$ cat src/rtl/gpio_in_capture.sv
// GPIO input capture: synchronises buttons/switches, debounces them on a shared prescaled
// tick, latches rising edges into PEND and raises a masked level interrupt.
module gpio_in_capture #(
    parameter logic [15:0] DB_RESET = 16'd50000
) (
    input  logic        clk,
    input  logic        rstn,
    input  logic [4:0]  btn_i,
    input  logic [15:0] sw_i,
    input  logic        sel_i,
    input  logic        we_i,
    input  logic [1:0]  addr_i,
    input  logic [31:0] wdata_i,
    output logic [31:0] rdata_o,
    output logic        irq_o
);

    localparam int unsigned NumIn = 21;

    logic [NumIn-1:0] in_raw;
    logic [NumIn-1:0] sync1_q, sync_q;
    logic [NumIn-1:0] hist0_q, hist1_q;
    logic [NumIn-1:0] db_q, db_d;
    logic [NumIn-1:0] pend_q, pend_d;
    logic [NumIn-1:0] mask_q;
    logic [NumIn-1:0] stable, rise, clr;
    logic [15:0]      dbcfg_q, cnt_q, lim_m1;
    logic             tick, wr_en, irq_q;

    assign in_raw = {sw_i, btn_i};
    assign wr_en  = sel_i & we_i;

    // DBCFG of zero behaves as a limit of one, so the tick fires every cycle.
    assign lim_m1 = (dbcfg_q == 16'd0) ? 16'd0 : dbcfg_q - 16'd1;
    assign tick   = (cnt_q == lim_m1);

    always_comb begin
        stable = ~(sync_q ^ hist0_q) & ~(sync_q ^ hist1_q);
        db_d   = db_q;
        if (tick) begin
            db_d = (stable & sync_q) | (~stable & db_q);
        end
        rise = db_d & ~db_q;
        clr  = '0;
        if (wr_en && (addr_i == 2'd1)) begin
            clr = wdata_i[NumIn-1:0];
        end
        // A fresh rise wins over a coincident write-1-to-clear.
        pend_d = (pend_q & ~clr) | rise;
    end

    always_ff @(posedge clk or negedge rstn) begin
        if (!rstn) begin
            sync1_q <= '0;
            sync_q  <= '0;
            hist0_q <= '0;
            hist1_q <= '0;
            db_q    <= '0;
            pend_q  <= '0;
            mask_q  <= '0;
            dbcfg_q <= DB_RESET;
            cnt_q   <= '0;
            irq_q   <= 1'b0;
        end else begin
            sync1_q <= in_raw;
            sync_q  <= sync1_q;
            if (tick) begin
                hist1_q <= hist0_q;
                hist0_q <= sync_q;
            end
            db_q   <= db_d;
            pend_q <= pend_d;
            irq_q  <= |(pend_q & mask_q);
            if (wr_en && (addr_i == 2'd2)) begin
                mask_q <= wdata_i[NumIn-1:0];
            end
            if (wr_en && (addr_i == 2'd3)) begin
                dbcfg_q <= wdata_i[15:0];
                cnt_q   <= '0;
            end else if (tick) begin
                cnt_q <= '0;
            end else begin
                cnt_q <= cnt_q + 16'd1;
            end
        end
    end

    always_comb begin
        rdata_o = 32'h0;
        if (sel_i) begin
            unique case (addr_i)
                2'd0: rdata_o = {11'b0, db_q};
                2'd1: rdata_o = {11'b0, pend_q};
                2'd2: rdata_o = {11'b0, mask_q};
                2'd3: rdata_o = {16'b0, dbcfg_q};
                default: rdata_o = 32'h0;
            endcase
        end
    end

    assign irq_o = irq_q;

endmodule

$ cat config.mk
export PLATFORM = sky130hd
export DESIGN_NAME = gpio_in_capture
export DESIGN_NICKNAME = d
export VERILOG_FILES = /design/src/rtl/gpio_in_capture.sv
export SDC_FILE = /design/constraint.sdc
export NUM_CORES = 1
export LEC_CHECK = 0
export ABC_AREA = 0
export ABC_CLOCK_PERIOD_IN_PS = 3800
export CAP_MARGIN = 0
export CORE_MARGIN = 4
export CORE_UTILIZATION = 40
export DETAILED_ROUTE_END_ITERATION = 12
export GPL_TIMING_DRIVEN = 0
export REMOVE_ABC_BUFFERS = 1
export SYNTH_ARGS = -nofsm -noshare
export SYNTH_HDL_FRONTEND = slang
export SYNTH_SLANG_ARGS = --single-unit
$ cat constraint.sdc
create_clock -name clk -period 3.8 [get_ports clk]
set_input_delay 0.57 -clock clk [delete_from_list [all_inputs] [get_ports clk]]
set_output_delay 0.57 -clock clk [all_outputs]
set_load 0.01 [all_outputs]
==> summary.md <==
| Metric | Value |
|---|---|
| Outcome | completed |
| Die width | 154 um |
| Fillers | 1836 |
| GPL Wtd Cong | 0.862 |
| Final Max Slew Viols | 0 |
| Leading area contributor after synthesis | dfrtp_1 |
| #FFs+latches synth | 180 |
| PwrDens | 501 nW/um^2 |
| CP max-delay cell | nor4_4 |
| Initial core utilization | 40.7% |
| HP Class | input pin to asynchronous set/reset pin |
| Place WS | -1.87 ns |
| Crit path DAT | 3.99 ns |
| CTS clock-pin slew for the worst setup and hold paths | 0.07 ns |
| F_max | 272 MHz |
| Dpl cell area | 9440 sq um |
| Synth Warn # | 0 |
| Longest Clk Path Bufs | 2 |
| Die area | 23800 sq um |
| Largest net degree at the start of global routing | 113 |
| Final worst slack | 0.122 ns |
| Antenna viol nets, final | 0 |
| GR Overflow Total | 0 |
| Initial antenna violation count | 0 |
| Total power | 5.09 mW |
| Post-synth EDFFs | 0 |
| DR WL met3 | 920 um |
| Final min period | 3.68 ns |
| Total number of vias | 6153 |
| Worst vdd ir | 0.000321 V |
| Finished Cell Area | 10200 sq um |
| Commonest cells post-synth | dfrtp_1, nand2_1, nor3_1 |
| Port bufs | 69 |
| Global-route wire length before repair | 34.0 mm |
| WL met1 | 10.1 mm |
| Largest cells by area after synthesis | dfrtp_1, mux4_2, nand2_1 |
| CORE AREA | 21000 sq um |
| Metal2 WL | 10.2 mm |
| TritonCTS buffer count | 17 |
| Die H | 154 um |
| Diodes inserted | 0 |
| Post-synthesis sequential area ratio | 52.7% |
| CP Launch Type | flip-flop |
| Fraction of the cycle the final worst path needs | 96.8% |
| Crit path kind | flip-flop to flip-flop |
| Crit end category | flip-flop |
| Io pins | 92 |
| Switching share of power | 28.6% |
| Dpl hpwl | 14.2 mm |
| Seq pwr share | 46.6% |
| Worst Path Required | 4.11 ns |
| Final setup viols | 0 |
| Layout cell share with drive strength beyond 1 | 14.9% |
| Vias in the first global route | 6180 |
| Gr usage total | 18.1% |
| Leak Pwr | 4.27 nW |
| H-tree Lvls | 4 |
| CTS sink cnt | 180 |
| Crit path largest cell delay | 0.55 ns |
| Post-DR vias/cell | 5.67 |
| CP Cell Sequence | nor4_4 -> and4b_1 -> xor2_1 -> or4b_1 -> a21oi_1 -> o22a_4 -> and2_4 -> buf_12 -> mux2_1 |
| Routed len/inst | 19.9 um |
| CP max FO | 40 |
| Max-Cap Viols | 0 |
| Asr flop ratio synth | 100% |
| DRC errors left | 0 |
| Worst Clk Skew | 0.0157 ns |
| Distinct cell type count after synthesis | 63 |
| Comb power frac | 17.5% |
| Layout area overhead | 18.6% |
| Synth Instances | 745 |
| Setup TNS | 0 ns |
| Clock root buffer | clkbuf_16 |
| Most common cell in the netlist | dfrtp_1 |
| Clock Power Share | 35.9% |
| Cell Int Power | 3.63 mW |
| FF-to-FF path depth | 9 |
| Reg2Reg Setup Slack | 0.12 ns |
| Slew margin rel. | 25.5% |
| P_sw | 1.46 mW |
| Hold Vio Cnt, Final | 0 |
| Top Metal Used | met4 |
| Post-synth top flop | dfrtp_1 |
| Mapped cell area | 8560 sq um |
| CTS tree | done |
| Routed wire length | 21.6 mm |
| Rows | 53 |
| Final #Nets | 859 |
| Syn Area/Cell | 11.5 sq um |
| Clk Latency, worst-skew pair | 0.43 ns |
| 1st-iter DRT viols | 515 |
| Actual slew at the worst max-slew pin | 1.12 ns |
| 1st-pass router iterations | 5 |
| Post-synth top area share | 50.8% |
cell families after synthesis:
group	count (synthesis)	synth area share [%]
AO/OA/AOI/OAI	115	9.53
XOR/XNOR	28	3.18
adder cells (fa/ha/maj)	3	0.438
buffers and inverters	61	3.64
flip-flops	180	52.7
multiplexers	86	14.1
other	1	0.0438
AND/OR/NAND/NOR	271	16.4
power groups by stage:
stage                     Combinational [mW]  Sequential (mW)  Clock, mW
after global routing                   0.986             2.40       1.95
after global placement                 0.832             2.38          0
after floorplan                        0.546             2.31          0
after CTS                              0.875             2.36       1.86
after detailed placement               0.857             2.39          0
final                                  0.891             2.37       1.83
area by class of cell:
type | instances | area, sq um | share of cell area (%)
flip-flops and latches | 180 | 4510 | 44.4
multi-input cells | 515 | 3870 | 38.1
repair buffers | 77 | 801 | 7.88
clock buffers | 22 | 464 | 4.57
well taps | 275 | 344 | 3.39
clock inverters | 10 | 146 | 1.44
inverters | 6 | 22.5 | 0.222
repair_timing:
item / CTS / global route
setup buffers: 3 / 0
setup endpoints to repair: 105 / 54
cloned: 0 / 1
gates resized for setup: 11 / 8
hold buffers: 0 / 0
pin swaps: 1 / 1
metrics by stage:
stage / hold slack [ns] / util, % / cells
detailed placement: 0.335 / 44.9 / 1049
finish: 0.0728 / 48.3 / 1085
global route: 0.109 / 48.3 / 1085
floorplan: 0.274 / - / 700
global placement: 0.333 / 44.5 / 1044
CTS: 0.0939 / 48.1 / 1084
worst paths after layout:
check                              to        start
min reg2reg                sync_q[14]  sync1_q[14]
max                        hist0_q[5]   dbcfg_q[2]
max in group asynchronous  hist0_q[1]         rstn
max reg2reg                hist0_q[5]   dbcfg_q[2]
min in group clk           sync_q[14]  sync1_q[14]
min                        hist1_q[9]         rstn
per-layer routing:
layer / up-vias / track usage, %
li1: 2821 / -
met1: 3134 / 25.4
met2: 175 / 29.1
met3: 23 / 3.05
met4: 0 / 5.30
met5: - / 0
critical path, delay by kind of cell, from the launching register on:
| kind | cells | cell delay, ns |
|---|---|---|
| AO/OA/AOI/OAI | 2 | 0.66 |
| buffers and inverters | 1 | 0.23 |
| AND/OR/NAND/NOR | 4 | 1.54 |
| XOR/XNOR | 1 | 0.19 |
| flip-flops | 1 | 0.54 |
| multiplexers | 1 | 0.35 |
layout by cell type, fill, tap and decap left out, drive strengths merged, types with 4 or more instances in the layout:
cell type	count
a211oi	22
a21oi	7
a22oi	8
a41oi	21
and2	23
and3	7
buf	11
clkbuf	22
clkdlybuf4s50	66
conb	11
dfrtp	174
dfstp	6
inv	9
mux2	63
mux2i	7
mux4	16
nand2	95
nand3	11
nand4	8
nand4b	22
nor2	34
nor3	44
nor4	6
o21ai	36
or3	4
or4	4
xnor2	11
xor2	15
state kept, by name (all words and copies together) (netlist names), 16 cells and up:
name     flops
db_q        21
mask_q      21
cnt_q       16
sync1_q     21
dbcfg_q     16
pend_q      21
hist0_q     21
sync_q      21
hist1_q     21
Note: power is estimated with default switching activity, not from simulation.
